$ cat src/rtl/cmap_pkg.sv
// Shared definitions for the logistic-map sequencer.
// Holds the Q8.8 constants, the default widths and the controller state type.
// It has no ports. It is imported by cmap_step and cmap_seq_ctrl.
package cmap_pkg;

    localparam int unsigned W_DEF      = 16;
    localparam int unsigned FRAC_DEF   = 8;
    localparam int unsigned WARM_W_DEF = 8;
    localparam int unsigned LEN_W_DEF  = 16;

    localparam logic [15:0] ONE  = 16'd256;
    localparam logic [15:0] HALF = 16'd128;

    typedef enum logic [1:0] {StIdle, StWarmup, StRun, StDone} state_e;

endpackage

$ cat src/rtl/cmap_seq_ctrl_if.sv
// Configuration and sample-stream bundle for cmap_seq_ctrl.
// Configuration channel:
//   cfg_valid / cfg_ready handshake.
//   cfg_x0 is the seed and cfg_r is the map parameter, both Q8.8.
//   cfg_warmup is the number of discarded iterations.
//   cfg_len is the number of samples to emit; 0 means free-running.
// Sample channel:
//   out_valid / out_ready handshake.
//   out_data is the current x. out_bit is the x >= 0.5 bit.
// Modports:
//   master is the configuring source and the sample sink.
//   slave is the sequencer.
interface cmap_seq_ctrl_if #(
    parameter int unsigned W      = cmap_pkg::W_DEF,
    parameter int unsigned WARM_W = cmap_pkg::WARM_W_DEF,
    parameter int unsigned LEN_W  = cmap_pkg::LEN_W_DEF
);
    logic              cfg_valid;
    logic              cfg_ready;
    logic [W-1:0]      cfg_x0;
    logic [W-1:0]      cfg_r;
    logic [WARM_W-1:0] cfg_warmup;
    logic [LEN_W-1:0]  cfg_len;
    logic              out_valid;
    logic              out_ready;
    logic [W-1:0]      out_data;
    logic              out_bit;

    modport master (
        output cfg_valid, cfg_x0, cfg_r, cfg_warmup, cfg_len, out_ready,
        input  cfg_ready, out_valid, out_data, out_bit
    );

    modport slave (
        input  cfg_valid, cfg_x0, cfg_r, cfg_warmup, cfg_len, out_ready,
        output cfg_ready, out_valid, out_data, out_bit
    );
endinterface

$ cat src/rtl/cmap_step.sv
// One iteration of the Q8.8 logistic map x' = r*x*(1-x). The logic is purely combinational.
// Ports:
//   i_x is the current x.
//   i_r is the map parameter.
//   o_x is the next x, saturated to the W-bit maximum.
module cmap_step
    import cmap_pkg::*;
#(
    parameter int unsigned W    = W_DEF,
    parameter int unsigned FRAC = FRAC_DEF
) (
    input  logic [W-1:0] i_x,
    input  logic [W-1:0] i_r,
    output logic [W-1:0] o_x
);
    localparam int unsigned PW = 2 * W;
    localparam int unsigned NW = PW + FRAC + 1;

    logic [FRAC:0] w_omx;
    logic [PW-1:0] w_rx;
    logic [PW-1:0] w_t;
    logic [NW-1:0] w_tx;
    logic [NW-1:0] w_n;

    // Modular 9-bit subtraction: a seed above 1.0 wraps rather than going negative.
    assign w_omx = ONE[FRAC:0] - i_x[FRAC:0];
    assign w_rx  = PW'(i_r) * PW'(i_x);
    assign w_t   = w_rx >> FRAC;
    assign w_tx  = NW'(w_t) * NW'(w_omx);
    assign w_n   = w_tx >> FRAC;
    assign o_x   = (|w_n[NW-1:W]) ? '1 : w_n[W-1:0];

endmodule

$ cat src/rtl/cmap_seq_ctrl.sv
// Sequencer for the logistic-map datapath.
// It latches a configuration and discards the warm-up iterations.
// It then streams samples, advancing x only on accepted samples.
// Ports:
//   i_clk and i_rst_n are the clock and the async active-low reset.
//   bus carries the configuration and sample channels (slave side).
//   i_abort is a synchronous stop, honoured in WARMUP and RUN.
//   o_busy is high whenever the state is not IDLE.
//   o_done is a one-cycle pulse at the end of a run.
//   o_stuck is sticky: the trajectory reached a fixed point.
//   o_cfg_err is sticky: a seed above 1.0 was rejected.
module cmap_seq_ctrl
    import cmap_pkg::*;
#(
    parameter int unsigned W      = W_DEF,
    parameter int unsigned FRAC   = FRAC_DEF,
    parameter int unsigned WARM_W = WARM_W_DEF,
    parameter int unsigned LEN_W  = LEN_W_DEF
) (
    input  logic           i_clk,
    input  logic           i_rst_n,
    cmap_seq_ctrl_if.slave bus,
    input  logic           i_abort,
    output logic           o_busy,
    output logic           o_done,
    output logic           o_stuck,
    output logic           o_cfg_err
);
    state_e            r_state, w_state_nxt;
    logic [W-1:0]      r_x, w_x_nxt;
    logic [W-1:0]      r_r, w_r_nxt;
    logic [WARM_W-1:0] r_warm, w_warm_nxt;
    logic [LEN_W-1:0]  r_rem, w_rem_nxt;
    logic              r_stuck, w_stuck_nxt;
    logic              r_cfg_err, w_cfg_err_nxt;
    logic [W-1:0]      w_step;
    logic              w_fixed;

    cmap_step #(
        .W    (W),
        .FRAC (FRAC)
    ) u_step (
        .i_x (r_x),
        .i_r (r_r),
        .o_x (w_step)
    );

    assign w_fixed = (w_step == r_x);

    always_comb begin
        w_state_nxt   = r_state;
        w_x_nxt       = r_x;
        w_r_nxt       = r_r;
        w_warm_nxt    = r_warm;
        w_rem_nxt     = r_rem;
        w_stuck_nxt   = r_stuck;
        w_cfg_err_nxt = r_cfg_err;
        unique case (r_state)
            StIdle: begin
                if (bus.cfg_valid) begin
                    if (bus.cfg_x0 <= W'(ONE)) begin
                        w_x_nxt       = bus.cfg_x0;
                        w_r_nxt       = bus.cfg_r;
                        w_warm_nxt    = bus.cfg_warmup;
                        w_rem_nxt     = bus.cfg_len;
                        w_stuck_nxt   = 1'b0;
                        w_cfg_err_nxt = 1'b0;
                        w_state_nxt   = (bus.cfg_warmup != '0) ? StWarmup : StRun;
                    end else begin
                        w_cfg_err_nxt = 1'b1;
                    end
                end
            end
            StWarmup: begin
                w_x_nxt    = w_step;
                w_warm_nxt = r_warm - WARM_W'(1);
                if (w_fixed) begin
                    w_stuck_nxt = 1'b1;
                    w_state_nxt = StDone;
                end else if (i_abort) begin
                    w_state_nxt = StDone;
                end else if (r_warm == WARM_W'(1)) begin
                    w_state_nxt = StRun;
                end
            end
            StRun: begin
                if (bus.out_ready) begin
                    w_x_nxt = w_step;
                    // rem is zero only in free-running mode, so it is never decremented there.
                    if (r_rem != '0) begin
                        w_rem_nxt = r_rem - LEN_W'(1);
                    end
                    if (w_fixed) begin
                        w_stuck_nxt = 1'b1;
                        w_state_nxt = StDone;
                    end else if (r_rem == LEN_W'(1)) begin
                        w_state_nxt = StDone;
                    end
                end
                if (i_abort) begin
                    w_state_nxt = StDone;
                end
            end
            StDone: begin
                w_state_nxt = StIdle;
            end
            default: begin
                w_state_nxt = StIdle;
            end
        endcase
    end

    always_ff @(posedge i_clk or negedge i_rst_n) begin
        if (!i_rst_n) begin
            r_state   <= StIdle;
            r_x       <= '0;
            r_r       <= '0;
            r_warm    <= '0;
            r_rem     <= '0;
            r_stuck   <= 1'b0;
            r_cfg_err <= 1'b0;
        end else begin
            r_state   <= w_state_nxt;
            r_x       <= w_x_nxt;
            r_r       <= w_r_nxt;
            r_warm    <= w_warm_nxt;
            r_rem     <= w_rem_nxt;
            r_stuck   <= w_stuck_nxt;
            r_cfg_err <= w_cfg_err_nxt;
        end
    end

    assign bus.cfg_ready = (r_state == StIdle);
    assign bus.out_valid = (r_state == StRun);
    assign bus.out_data  = r_x;
    // HALF has only the x >= 0.5 bit set.
    assign bus.out_bit   = |(r_x & W'(HALF));
    assign o_busy        = (r_state != StIdle);
    assign o_done        = (r_state == StDone);
    assign o_stuck       = r_stuck;
    assign o_cfg_err     = r_cfg_err;

endmodule

$ cat src/flat_wrapper.sv
// flat-port wrapper written by rule: the top's interface ports become plain ports
module cmap_seq_ctrl_flat import cmap_pkg::*;
#(
    parameter int unsigned W      = W_DEF,
    parameter int unsigned FRAC   = FRAC_DEF,
    parameter int unsigned WARM_W = WARM_W_DEF,
    parameter int unsigned LEN_W  = LEN_W_DEF
)
  (i_clk, i_rst_n, i_abort, o_busy, o_done, o_stuck, o_cfg_err, bus_cfg_valid, bus_cfg_x0, bus_cfg_r, bus_cfg_warmup, bus_cfg_len, bus_out_ready, bus_cfg_ready, bus_out_valid, bus_out_data, bus_out_bit);
  cmap_seq_ctrl_if #(.W(W), .WARM_W(WARM_W), .LEN_W(LEN_W)) bus_i ();
  input  logic i_clk;
  input  logic i_rst_n;
  input  logic i_abort;
  output logic o_busy;
  output logic o_done;
  output logic o_stuck;
  output logic o_cfg_err;
  input wire logic [$bits(bus_i.cfg_valid)-1:0] bus_cfg_valid;
  input wire logic [$bits(bus_i.cfg_x0)-1:0] bus_cfg_x0;
  input wire logic [$bits(bus_i.cfg_r)-1:0] bus_cfg_r;
  input wire logic [$bits(bus_i.cfg_warmup)-1:0] bus_cfg_warmup;
  input wire logic [$bits(bus_i.cfg_len)-1:0] bus_cfg_len;
  input wire logic [$bits(bus_i.out_ready)-1:0] bus_out_ready;
  output wire logic [$bits(bus_i.cfg_ready)-1:0] bus_cfg_ready;
  output wire logic [$bits(bus_i.out_valid)-1:0] bus_out_valid;
  output wire logic [$bits(bus_i.out_data)-1:0] bus_out_data;
  output wire logic [$bits(bus_i.out_bit)-1:0] bus_out_bit;
  assign bus_i.cfg_valid = bus_cfg_valid;
  assign bus_i.cfg_x0 = bus_cfg_x0;
  assign bus_i.cfg_r = bus_cfg_r;
  assign bus_i.cfg_warmup = bus_cfg_warmup;
  assign bus_i.cfg_len = bus_cfg_len;
  assign bus_i.out_ready = bus_out_ready;
  assign bus_cfg_ready = bus_i.cfg_ready;
  assign bus_out_valid = bus_i.out_valid;
  assign bus_out_data = bus_i.out_data;
  assign bus_out_bit = bus_i.out_bit;
  cmap_seq_ctrl #(.W(W), .FRAC(FRAC), .WARM_W(WARM_W), .LEN_W(LEN_W)) u_core (.i_clk(i_clk), .i_rst_n(i_rst_n), .bus(bus_i), .i_abort(i_abort), .o_busy(o_busy), .o_done(o_done), .o_stuck(o_stuck), .o_cfg_err(o_cfg_err));
endmodule
$ cat config.mk
export PLATFORM = sky130hd
export DESIGN_NAME = cmap_seq_ctrl_flat
export DESIGN_NICKNAME = d
export VERILOG_FILES = /design/src/rtl/cmap_pkg.sv /design/src/rtl/cmap_seq_ctrl_if.sv /design/src/rtl/cmap_step.sv /design/src/rtl/cmap_seq_ctrl.sv /design/src/flat_wrapper.sv
export SDC_FILE = /design/constraint.sdc
export NUM_CORES = 1
export LEC_CHECK = 0
export CORE_MARGIN = 3
export CORE_UTILIZATION = 56
export DETAILED_ROUTE_END_ITERATION = 7
export GPL_TIMING_DRIVEN = 1
export PLACE_DENSITY_LB_ADDON = 0.25
export SETUP_SLACK_MARGIN = 0.2
export SLEW_MARGIN = 20
export SYNTH_ARGS = -nofsm -noshare
export SYNTH_HDL_FRONTEND = slang
export SYNTH_HIERARCHICAL = 1
export SYNTH_SLANG_ARGS = --single-unit
$ cat constraint.sdc
create_clock -name i_clk -period 14.75 [get_ports i_clk]
set_clock_uncertainty 0.15 [all_clocks]
set_input_delay 1.475 -clock i_clk [delete_from_list [all_inputs] [get_ports i_clk]]
set_output_delay 1.475 -clock i_clk [all_outputs]
set_load 0.005 [all_outputs]
# [After elaboration in Yosys (flattened, before gate mapping)]
# Cells that the tools add are included.
[op_classes] n_lt_le_gt_ge=1 mul=2 n_addsub=3 n_mux=30 n_reduce_logical=14 eq_ne=13
[op_table] cell="16-bit 2-to-1 mux" n=8
[op_table] cell="16-bit case mux with 3 select lines" n=1
[op_table] cell="24-bit by 9-bit multiplier with 33-bit output" n=1
[op_table] cell="16-bit by 16-bit multiplier with 32-bit output" n=1
[op_table] cell="16-bit case mux with 2 select lines" n=1
[op_table] cell="2-bit 2-to-1 mux" n=10
[op_table] cell="17-bit OR reduction" n=1
[op_table] cell="16-bit by 1-bit equality test with 1-bit output, second input constant" n=1
[op_table] cell="16-bit equality test" n=1
[op_table] cell="16-bit by 9-bit less-or-equal comparator with 1-bit output, second input constant" n=1
[op_table] cell="8-bit 2-to-1 mux" n=2
[op_table] cell="8-bit case mux with 2 select lines" n=1
[op_table] cell="16-bit nonzero test" n=1
[op_table] cell="16-bit by 1-bit subtractor with 16-bit output, second input constant" n=1
[op_table] cell="5-bit AND reduction" n=2
[op_table] cell="9-bit subtractor, first input constant" n=1
[op_table] cell="8-bit by 1-bit equality test with 1-bit output, second input constant" n=1
[op_table] cell="4-bit by 2-bit != test with 1-bit output, second input constant" n=2
[op_table] cell="2-bit case mux with 4 select lines" n=1
[op_table] cell="8-bit nonzero test" n=1
[op_table] cell="8-bit by 1-bit subtractor with 8-bit output, second input constant" n=1
[op_table] cell="3-bit AND reduction" n=2
[op_table] cell="2-bit nonzero test" n=3
[op_table] cell="1-bit 2-to-1 mux" n=5
[op_table] cell="10 further kinds" n=13
[totals] regBits=60 word_cells=70

# [Longest topological paths before layout]
[logic_depth] word_depth=9 depth_mapped=51 ltp_nobuf=46

# [Cells and area by module]
# Netlist, hierarchy kept.
[modules_own_cells] module="cmap_step" area_each_um2=15377.2 seq_area_each_um2=0.0 n_inst=1 cells_each=1854
[modules_own_cells] module="cmap_seq_ctrl" area_each_um2=3407.0 seq_area_each_um2=1501.4 n_inst=1 cells_each=363

# [Worst setup path before layout]
# No wires, ideal clock.
[synth_timing] kind="register to register" start="register u_core.r_x[7] (netlist: u_core/bus.out_data[7])" end="register u_core.r_state[0]" path_buffers=5 slack_ps=2117 arrival_ps=12356 path_stages_with_launch=51 period_less_slack_ps=12633 path_cell_list="dfrtp_1 -> clkbuf_1 -> clkbuf_1 -> nand2_1 -> fa_1 -> inv_1 -> fa_1 -> inv_1 -> fa_1 -> inv_1 -> fa_1 -> fa_1 -> inv_1 -> fa_1 -> inv_1 -> ha_1 -> clkbuf_1 -> a21oi_1 -> [15 not listed] -> ha_1 -> clkbuf_1 -> a21oi_1 -> o21ai_1 -> or3_1 -> or2_0 -> o21ai_1 -> o21ai_0 -> xor2_1 -> nor4_2 -> buf_4 -> nand3_1 -> xnor2_1 -> nand4_1 -> nor4_1 -> nor2_1 -> a221oi_2 -> mux2_1"
[synth_via] elab_chain_len=9 elab_cells_between_ends=14 classes_between="1 x add/sub; 2 x mul; 3 x eq/ne; 6 x mux; 2 x reduce/logical"
[synth_rtl] item="start: declaration" line_no="cmap_seq_ctrl.sv:30" text="logic [W-1:0] r_x, w_x_nxt;"
[synth_rtl] item="start signal: assignment" line_no="cmap_seq_ctrl.sv:124" text="r_x <= w_x_nxt;"
[synth_rtl] item="16-bit by 16-bit multiplier with 32-bit output / 9-bit subtractor (equally long branches)" line_no="cmap_step.sv:27, cmap_step.sv:26"
[synth_rtl] item="24-bit by 9-bit multiplier with 33-bit output *" line_no="cmap_step.sv:29" text="assign w_tx = NW'(w_t) * NW'(w_omx);"
[synth_rtl] item="17-bit OR reduction" line_no="cmap_step.sv:31" text="assign o_x = (|w_n[NW-1:W]) ? '1 : w_n[W-1:0];"
[synth_rtl] item="16-bit 2-to-1 mux *" line_no="cmap_step.sv:31"
[synth_rtl] item="via u_core.w_step[5]" line_no="cmap_seq_ctrl.sv:36" text="logic [W-1:0] w_step;"
[synth_rtl] item="16-bit equality test *" line_no="cmap_seq_ctrl.sv:48" text="assign w_fixed = (w_step == r_x);"
[synth_rtl] item="2-bit 2-to-1 mux" line_no="cmap_seq_ctrl.sv:93" text="if (w_fixed) begin"
[synth_rtl] item="2-bit 2-to-1 mux" line_no="cmap_seq_ctrl.sv:87" text="if (bus.out_ready) begin"
[synth_rtl] item="2-bit 2-to-1 mux" line_no="cmap_seq_ctrl.sv:100" text="if (i_abort) begin"
[synth_rtl] item="2-bit case mux with 4 select lines" line_no="cmap_seq_ctrl.sv:58" text="unique case (r_state)"
[synth_rtl] item="end signal: assignment" line_no="cmap_seq_ctrl.sv:115" text="r_state <= StIdle;"
[synth_rtl] item="end signal: assignment" line_no="cmap_seq_ctrl.sv:123" text="r_state <= w_state_nxt;"
[synth_rtl] item="end: declaration" line_no="cmap_seq_ctrl.sv:29" text="state_e r_state, w_state_nxt;"
# Mark *: on every way through the listed nets, which the timed path passes. The rest lies on a longest branch. The select of a mux whose other input is x is not followed.
# A chain may end at the register's enable or synchronous reset.

# [Final worst setup path]
[layout_timing] start="register u_core.r_x[10] (netlist: u_core/bus.out_data[10])" end="register u_core.r_state[1]"
[layout_via] elab_chain_len=9 elab_cells_between_ends=13 classes_between="2 x mul; 3 x eq/ne; 6 x mux; 2 x reduce/logical"
[layout_rtl] item="16-bit by 16-bit multiplier with 32-bit output *" line_no="cmap_step.sv:27" text="assign w_rx = PW'(i_r) * PW'(i_x);"
[layout_rtl] item="24-bit by 9-bit multiplier with 33-bit output *" line_no="cmap_step.sv:29"
[layout_rtl] item="17-bit OR reduction" line_no="cmap_step.sv:31"
[layout_rtl] item="16-bit 2-to-1 mux *" line_no="cmap_step.sv:31"
[layout_rtl] item="via u_core.w_step[1]" line_no="cmap_seq_ctrl.sv:36"
[layout_rtl] item="16-bit equality test *" line_no="cmap_seq_ctrl.sv:48"
[layout_rtl] item="2-bit 2-to-1 mux" line_no="cmap_seq_ctrl.sv:93"
[layout_rtl] item="2-bit 2-to-1 mux" line_no="cmap_seq_ctrl.sv:87"
[layout_rtl] item="2-bit 2-to-1 mux" line_no="cmap_seq_ctrl.sv:100"
[layout_rtl] item="2-bit case mux with 4 select lines" line_no="cmap_seq_ctrl.sv:58"
# Marked as above.

==> flow_summary.json <==
{
  "max-slew-margin-rel_pct": 17.7,
  "cellPowerDensity_nw_per_um2": 180,
  "cap_violations": 0,
  "diodes": 0,
  "syn_nets": 2785,
  "yosys.area.top_type": "fa_1",
  "finalWirelength_um": 50800,
  "grt_overflow": 0,
  "dp.cells": 2671,
  "grt_max_degree": 61,
  "peakVddDrop_uv": 145,
  "nets": 2809,
  "hold_viol_final": 0,
  "rsz0062_at_grt": "no",
  "seq_area_frac_synth_pct": 7.99,
  "ys_types": 74,
  "finalSetupTns_ns": 0,
  "ys_async_sr_fraction_pct": 100,
  "syn_area_um2": 18800,
  "synthTopCellsByArea": "fa_1, ha_1, inv_1",
  "p_leak_uw": 0.0101,
  "first_pass_iters": 6,
  "die_x_um": 189,
  "setup_viol": 0,
  "synth_seq_cells": 60,
  "drc_errors": 0,
  "cts_buffer_depth": 2,
  "worst_setup_path_end_kind": "flip-flop",
  "pin_count": 84,
  "critical_path.max_stage_delay_ns": 0.67,
  "cts_buffers": 9,
  "place_congestion": 0.928,
  "synth_edf_count": 0,
  "min_period_ns": 14.01,
  "worstHoldPathType": "flip-flop to flip-flop",
  "synth_area_per_cell_um2": 8.47,
  "num_rows": 66,
  "synth_common_cells": "inv_1, fa_1, nand2_1",
  "cts_tree": "built",
  "vias": 15300,
  "maxSlewViolCount": 0,
  "max_freq_mhz": 71.4,
  "post_drt_wl_per_cell_um": 18.9,
  "ant_nets": 0,
  "yosysTopAreaCellShare_pct": 37.0,
  "worst_slack_ns": 0.737,
  "clk_pin_slew_ns": 0.05,
  "worstMarginPinSlew_ns": 1.23,
  "path_class": "flip-flop to flip-flop",
  "die_y_um": 189,
  "startpoint_type": "flip-flop",
  "die_area_um2": 35800,
  "yosys_warnings": 6,
  "dp_hpwl_um": 41800,
  "post-place-ws_ns": 0.644,
  "cp.arrival_ns": 14.08,
  "clockRootBuffer": "clkbuf_16",
  "crit_fanout": 19,
  "syn2layout_area_growth_pct": 8.52,
  "dr.first_iter.drc_count": 1103,
  "cp_common_cell": "fa_1",
  "grt_pass1_wl_um": 82800,
  "ctsHtreeMaxLevel": 3,
  "insertion_delay_ns": 0.34,
  "track_usage_pct": 29.1,
  "synth_cells": 2217,
  "port_buffers": 83,
  "post-synth-top-count-cell": "inv_1",
  "drive_gt1_share_pct": 3.34,
  "fin_crit_sh_pct": 95.0,
  "ys.flop_type": "dfrtp_1",
  "cts_sinks": 60,
  "viasPerCell": 5.69,
  "antenna_found_initial": 0,
  "grt_pass1_vias": 16300,
  "run_status": "completed",
  "instances_no_fill": 2688,
  "start_util_pct": 57.3,
  "fp.coreArea_um2": 32800,
  "cpMaxStageDelayCell": "dfrtp_1",
  "worst_ep_required_time_ns": 14.82
}
## worst max-delay path, delay by kind of cell (launching register included)
kind | cells | cell delay [ns]
AOI/OAI and AO/OA | 11 | 2.60
xor gates and xnor gates | 3 | 0.85
adders and majority gates | 12 | 5.82
buffers and inverters | 8 | 0.64
DFF | 1 | 0.67
muxes | 1 | 0.37
and+or+nand+nor | 10 | 2.76
## timing repair
item,4_1_cts,5_1_grt
hold buffers,0,0
setup buffers,0,0
resized for setup,0,8
endpoints found under the setup margin,0,2
## cell type report
type | instances | area (um2)
clock buffers | 11 | 243
clock inverters | 5 | 75.1
fillers | 2805 | 12400
inverters | 439 | 1650
multi-input cells | 1623 | 15300
flip-flops and latches | 60 | 1510
well taps | 442 | 553
repair buffers | 108 | 1020
## cell families after synthesis
group / Yosys count / synth area share, %
and+or+nand+nor: 727 / 18.7
adders and majority gates: 507 / 47.6
AOI/OAI and AO/OA: 260 / 8.49
buffers and inverters: 534 / 10.8
DFF: 60 / 7.99
xor gates and xnor gates: 93 / 4.38
muxes: 36 / 2.04
## flip-flops by register name, summed over array words and instances (netlist names)
signal               count
u_core/bus.out_data     16
u_core/r_r              16
u_core/r_rem            16
u_core/r_warm            8
u_core/r_state           2
u_core/o_cfg_err         1
u_core/o_stuck           1
## where the power goes
group,switching (uW),internal (uW)
Sequential,171,229
Combinational,1930,1110
Clock,77.7,151
## per-layer routing
metal / global-route usage [%] / up-vias / wire [um] / share of wire, %
met1: 36.4 / 7691 / 20000 / 39
met4: 10.7 / 0 / 1900 / 3.7
met3: 6.39 / 116 / 3580 / 7.1
li1: - / 6914 / - / -
met2: 49.8 / 577 / 25300 / 50
met5: 0 / - / 0 / 0
## cell usage in the layout, fill, tap and decap left out, types with 25 or more instances in the layout
master and n:
a21oi_1 100, and2_1 159, clkdlybuf4s50_1 82, dfrtp_1 56
fa_1 347, ha_1 160, inv_1 436, nand2_1 261
nand3_1 49, nor2_1 148, o21ai_0 47, xnor2_1 57
xor2_1 25
## metrics by stage
stage	hold WS (ns)	utilization [%]	power [uW]	area, um2
floorplan	0.308	-	2490	18800
global placement	0.332	61.0	3320	20000
detailed placement	0.342	61.0	3370	20000
CTS	0.354	62.0	3630	20300
global route	0.391	62.2	3990	20400
finish	0.352	62.2	3670	20400
## final timing paths
check	from	endpoint	slack [ns]	cells after the start
worst max-delay path	u_core/bus.out_data[10]	u_core/r_state[1]	0.74	45
worst min-delay path	u_core/r_rem[13]	u_core/r_rem[13]	0.35	1
worst max register to register	u_core/bus.out_data[10]	u_core/r_state[1]	0.74	45
worst min register to register	u_core/r_rem[13]	u_core/r_rem[13]	0.35	1
max in group asynchronous	i_rst_n	u_core/bus.out_data[6]	12.69	2
min in group asynchronous	i_rst_n	u_core/r_r[2]	1.13	2
(Power assumes the default switching activity.)
